[src/rtl/fp_pkg.sv]
// fp_pkg: shared widths and state encoding for the fp_to_bcd readout path.
//   E_W/F_W   : exponent / significand widths of the fpcvt triple
//   MAG_W     : reconstructed magnitude width (15 << 7 = 1920 fits in 11 bits)
//   DIGITS    : BCD digits produced, BCD_W = 4*DIGITS
//   SR_W      : double-dabble shift register width {BCD, magnitude}
//   VALUE_W   : signed result width, derived from the largest magnitude
package fp_pkg;

  localparam int unsigned E_W     = 3;
  localparam int unsigned F_W     = 4;
  localparam int unsigned MAG_W   = 11;
  localparam int unsigned DIGITS  = 4;
  localparam int unsigned BCD_W   = 4 * DIGITS;
  localparam int unsigned SR_W    = BCD_W + MAG_W;
  localparam int unsigned MAX_MAG = 1920;
  localparam int unsigned VALUE_W = $clog2(MAX_MAG + 1) + 1;
  localparam int unsigned CNT_W   = $clog2(MAG_W);

  localparam logic [1:0] IDLE = 2'd0;
  localparam logic [1:0] CONV = 2'd1;
  localparam logic [1:0] DONE = 2'd2;

endpackage

[src/rtl/dabble_step.sv]
// dabble_step: one combinational double-dabble iteration.
//   din  : {BCD digits, remaining magnitude bits}, SR_W bits
//   dout : every BCD nibble >= 5 corrected by +3, then the whole word
//          shifted left by one bit
module dabble_step
  import fp_pkg::*;
(
  input  logic [SR_W-1:0] din,
  output logic [SR_W-1:0] dout
);

  logic [SR_W-1:0] work;

  always_comb begin
    work = din;
    for (int unsigned i = 0; i < DIGITS; i++) begin
      if (work[MAG_W + 4*i +: 4] >= 4'd5) begin
        work[MAG_W + 4*i +: 4] = work[MAG_W + 4*i +: 4] + 4'd3;
      end
    end
    dout = work << 1;
  end

endmodule

[src/rtl/fp_to_bcd.sv]
// fp_to_bcd: rebuilds the value carried by an fpcvt {sign, exponent,
// significand} triple (f << e, negated when s=1) and converts its magnitude
// to four BCD digits with a sequential double-dabble, one bit per cycle.
//   clk, rst            : clock, synchronous active-high reset
//   in_valid / in_ready : upstream handshake for s_in / e_in / f_in
//   out_valid/out_ready : downstream handshake for neg / value / bcd
//   neg                 : result negative (never set for zero magnitude)
//   value               : 12-bit two's-complement reconstructed value
//   bcd                 : thousands in [15:12] ... units in [3:0]
module fp_to_bcd
  import fp_pkg::*;
(
  input  logic               clk,
  input  logic               rst,
  input  logic               in_valid,
  output logic               in_ready,
  input  logic               s_in,
  input  logic [E_W-1:0]     e_in,
  input  logic [F_W-1:0]     f_in,
  output logic               out_valid,
  input  logic               out_ready,
  output logic               neg,
  output logic [VALUE_W-1:0] value,
  output logic [BCD_W-1:0]   bcd
);

  logic [1:0]         state;
  logic [CNT_W-1:0]   cnt;
  logic [SR_W-1:0]    sr;
  logic [SR_W-1:0]    step_out;
  logic [MAG_W-1:0]   mag_in;
  logic [MAG_W-1:0]   mag_r;
  logic               neg_r;
  logic [VALUE_W-1:0] mag_ext;

  assign mag_in    = MAG_W'(f_in) << e_in;
  assign mag_ext   = VALUE_W'(mag_r);
  assign in_ready  = (state == IDLE);
  assign out_valid = (state == DONE);

  dabble_step u_step (
    .din  (sr),
    .dout (step_out)
  );

  always_ff @(posedge clk) begin
    if (rst) begin
      state <= IDLE;
      cnt   <= '0;
      sr    <= '0;
      mag_r <= '0;
      neg_r <= 1'b0;
      neg   <= 1'b0;
      value <= '0;
      bcd   <= '0;
    end else begin
      case (state)
        IDLE: begin
          if (in_valid) begin
            mag_r <= mag_in;
            // a zero magnitude is never reported as negative
            neg_r <= s_in & (|mag_in);
            sr    <= {{BCD_W{1'b0}}, mag_in};
            cnt   <= '0;
            state <= CONV;
          end
        end
        CONV: begin
          sr  <= step_out;
          cnt <= cnt + 1'b1;
          if (cnt == CNT_W'(MAG_W - 1)) begin
            // outputs are taken from the final step directly so they are
            // valid in the same cycle that out_valid rises
            bcd   <= step_out[SR_W-1 -: BCD_W];
            neg   <= neg_r;
            value <= neg_r ? (-mag_ext) : mag_ext;
            state <= DONE;
          end
        end
        DONE: begin
          if (out_ready) begin
            state <= IDLE;
          end
        end
        default: state <= IDLE;
      endcase
    end
  end

endmodule
[config.mk]
export PLATFORM = sky130hd
export DESIGN_NAME = fp_to_bcd
export DESIGN_NICKNAME = d
export VERILOG_FILES = /design/src/rtl/fp_pkg.sv /design/src/rtl/dabble_step.sv /design/src/rtl/fp_to_bcd.sv
export SDC_FILE = /design/constraint.sdc
export NUM_CORES = 1
export LEC_CHECK = 0
export CAP_MARGIN = 25
export CORE_UTILIZATION = 31
export DETAILED_ROUTE_END_ITERATION = 7
export PLACE_DENSITY = 0.48
export SLEW_MARGIN = 0
export SYNTH_ARGS = -nofsm -noshare
export SYNTH_HDL_FRONTEND = slang
export SYNTH_SLANG_ARGS = --single-unit
[constraint.sdc]
create_clock -name clk -period 1.6 [get_ports clk]
set_clock_uncertainty 0.15 [all_clocks]
set_input_delay 0.32 -clock clk [delete_from_list [all_inputs] [get_ports clk]]
set_output_delay 0.32 -clock clk [all_outputs]
set_load 0.01 [all_outputs]
==> impl_metrics.csv <==
group,metric,value,unit
synth,yosys_warnings,0,
timing,rsz0062_at_grt,"true",
global_routing,grt_max_degree,27,
clocking,h-tree-depth,3,
setup_path,path_buf_inv,3,
layout,final_cells,673,
drt,vias_per_cell,4.88,
power_and_ir_drop,peakVddDrop,0.538,mV
global_routing,overflow,0,
timing,timing.final.max_slew_violations,0,
timing,whs,0.232,ns
placement,preCtsSetupSlack,-0.458,ns
setup_path,cp-end-kind,"register",
synth,yosysSeqAreaShare,41.8,%
setup_path,crit_fanout,6,
power_and_ir_drop,leakagePower,2.04,nW
layout,nets,551,
placement,dp_hpwl,6.45,mm
synth,synth_nets,455,
layout,layout_common_cells,"nand2_1 (63), dfxtp_1 (60), buf_4 (60)",
floorplanning,row_count,38,
drt,first_iter_violations,180,
timing,fmax,621,MHz
global_routing,grt_use_total,16.3,%
setup_path,cp.arrival,1.72,ns
synth,syn_avg_cell_area,8.20,µm²
global_routing,grt_pass1_vias,3031,
run_status,status,"finished with violations",
setup_path,path_delay_family,"simple AND/OR/NAND/NOR gates",
drt,drt-total-wl,9.61,mm
clocking,clkTransAtPathRegs,0.06,ns
synth,synth-seq-cells,74,
timing,hold_viol_final,0,
global_routing,grt_first_pass_wirelength,14.9,mm
drt,vias,3284,
floorplanning,fp.dieW,109,µm
synth,synth_cell_types,39,
setup_path,start_kind,"register",
timing,min_period_over_period,101,%
clocking,cts-root-buf,"clkbuf_16",
floorplanning,ios,43,
layout,drive_above_1_share,32.1,%
setup_path,crit_type,"reg -> reg",
setup_path,crit_cells,8,
timing,slew_headroom,74.9,%
floorplanning,fp.dieH,109,µm
synth,syn_area,0.00354,mm²
drt,drc,0,
timing,period_needed,1.61,ns
setup_path,path_cells,"inv_2 -> ha_4 -> and3b_2 -> and2_4 -> buf_6 -> buf_6 -> nand2_1 -> a21oi_1",
job,cap_violations,0,
placement,io_buffers,42,
synth,syn_inst,432,
setup_path,r2r_cells,8,
synth,yosys.area.top_type,"dfxtp_1",
setup_path,crit_top_cell,"buf_6",
setup_path,critical-path-max-stage-delay,0.32,ns
layout,final_common_cell,"nand2_1",
drt,wl_per_cell,14.3,µm
clocking,clockBufferDepth,2,
floorplanning,die_area,0.0119,mm²
layout,syn_to_final_growth,47.6,%
clocking,clkLatencyLatePin,0.33,ns
timing,setup_ws,-0.0106,ns
placement,place_congestion,0.832,
synth,yosysTopAreaCellShare,41.8,%
setup_path,cp.required,1.71,ns
run_status,violations,"setup timing",
clocking,cts_tree,"yes",
floorplanning,start_util,32.3,%
timing,worst-slew-pin-transition,0.368,ns
global_routing,antenna_found_initial,0,
min_path,worstHoldPathCells,2,
clocking,cts_sinks,74,
min_path,hp-start,"rst",
drt,antenna_left,0,
clocking,cts_made_buffers,9,
timing,setup_viol_count_final,1,
min_path,min_path_type,"in -> reg",
placement,dpl.cell_count,646,
drt,dr.pass1.iters,4,
synth,synth.top_cells.by_area,"dfxtp_1 (42%), a21oi_1 (8.9%), nand2_1 (7.1%)",
setup_path,cp-startpoint,"cnt[0]",
layout,antenna_cells,0,
setup_path,regToRegStartpoint,"cnt[0]",
floorplanning,core-area,0.0110,mm²
power_and_ir_drop,power_density,836,mW/mm²
setup_path,cp_slowest_cell,"dfxtp_2",
final cells by class:
type | count | area (µm²)
Fill cell | 1064 | 5750
Clock inverter | 2 | 35.0
Clock buffer | 14 | 264
Tap cell | 140 | 175
Multi-Input combinational cell | 313 | 2130
Sequential cell | 74 | 1500
Inverter | 16 | 65.1
Timing Repair Buffer | 114 | 1060
power breakdown:
part           switching, mW  internal [mW]  total [mW]
clock                  0.762           1.29        2.05
combinational          0.231          0.191       0.423
sequential            0.0243           1.87        1.90
total                   1.02           3.36        4.37
registers in the layout (all words and copies together), names as in the netlist:
register,cells
sr,27
bcd,16
value,12
mag_r,11
cnt,4
state,2
neg,1
neg_r,1
worst reg2reg max path, cell delays in order, from the launching register on:
cell,delay (ns)
dfxtp_2,0.32
inv_2,0.06
ha_4,0.11
and3b_2,0.21
and2_4,0.27
buf_6,0.13
buf_6,0.12
nand2_1,0.05
a21oi_1,0.13
synth_stat cells:
| cell type | number |
|---|---|
| nor3b_1 | 6 |
| mux2_1 | 1 |
| a211oi_1 | 4 |
| o31ai_1 | 1 |
| a31oi_1 | 8 |
| nor4_1 | 1 |
| nor3_1 | 10 |
| a22oi_1 | 7 |
| a2111oi_0 | 1 |
| o311ai_1 | 1 |
| a211oi_2 | 11 |
| buf_6 | 2 |
| a21oi_1 | 63 |
| nor2_4 | 1 |
| and3b_1 | 1 |
| xnor2_1 | 9 |
| nand3_1 | 25 |
| mux2_2 | 1 |
| dfxtp_1 | 74 |
| and2_1 | 4 |
| nor2_1 | 32 |
| o221ai_1 | 1 |
| inv_1 | 16 |
| or2_2 | 1 |
| or3_1 | 1 |
| clkbuf_1 | 13 |
| nand2_1 | 67 |
| o21ai_1 | 1 |
| nor4_4 | 1 |
| a311oi_1 | 1 |
| o21ai_0 | 12 |
| o211ai_1 | 2 |
| nor2b_1 | 7 |
| nand2b_1 | 7 |
| mux2i_1 | 9 |
| buf_2 | 8 |
| ha_1 | 11 |
| buf_4 | 6 |
| xor2_1 | 5 |
final timing paths:
check             slack (ns)  endpoint
hold reg to reg         0.30    bcd[9]
setup reg to reg       -0.01    bcd[1]
hold / removal          0.23    sr[23]
setup / recovery       -0.01    bcd[1]
through the flow:
stage                     util [%]  area (µm²)   TNS, ns  power (mW)
after detailed placement      41.3        4530    -11.59        2.32
after global placement        41.3        4530    -10.31        2.32
final                         47.6        5230   -0.0106        4.37
after floorplan                  -        3550         0        2.15
after CTS                     44.0        4830  -0.00570        4.39
after global routing          47.6        5230    -0.829        4.53
cell families after synthesis:
| logic type | Yosys count | synth area share, % |
|---|---|---|
| buffers and inverters | 45 | 6.11 |
| AOI/OAI and AO/OA | 113 | 20.0 |
| xor gates and xnor gates | 14 | 3.46 |
| muxes | 11 | 3.18 |
| and+or+nand+nor | 164 | 21.6 |
| adders and majority gates | 11 | 3.88 |
| DFF | 74 | 41.8 |
routing by layer:
metal	wire (µm)	global-route usage, %
met1	4840	22.1
met2	4420	25.4
met3	194	2.57
met4	156	7.24
met5	0	0
what timing repair did:
action / in CTS / in global routing
gates resized for setup: 46 / 75
cloned: 0 / 4
hold buffers: 0 / 0
endpoints found under the hold margin: 0 / 0
buffers inserted: 0 / 7
endpoints found under the setup margin: 74 / 62
pin swaps: 3 / 20
Note: power is estimated with default switching activity, not from simulation.
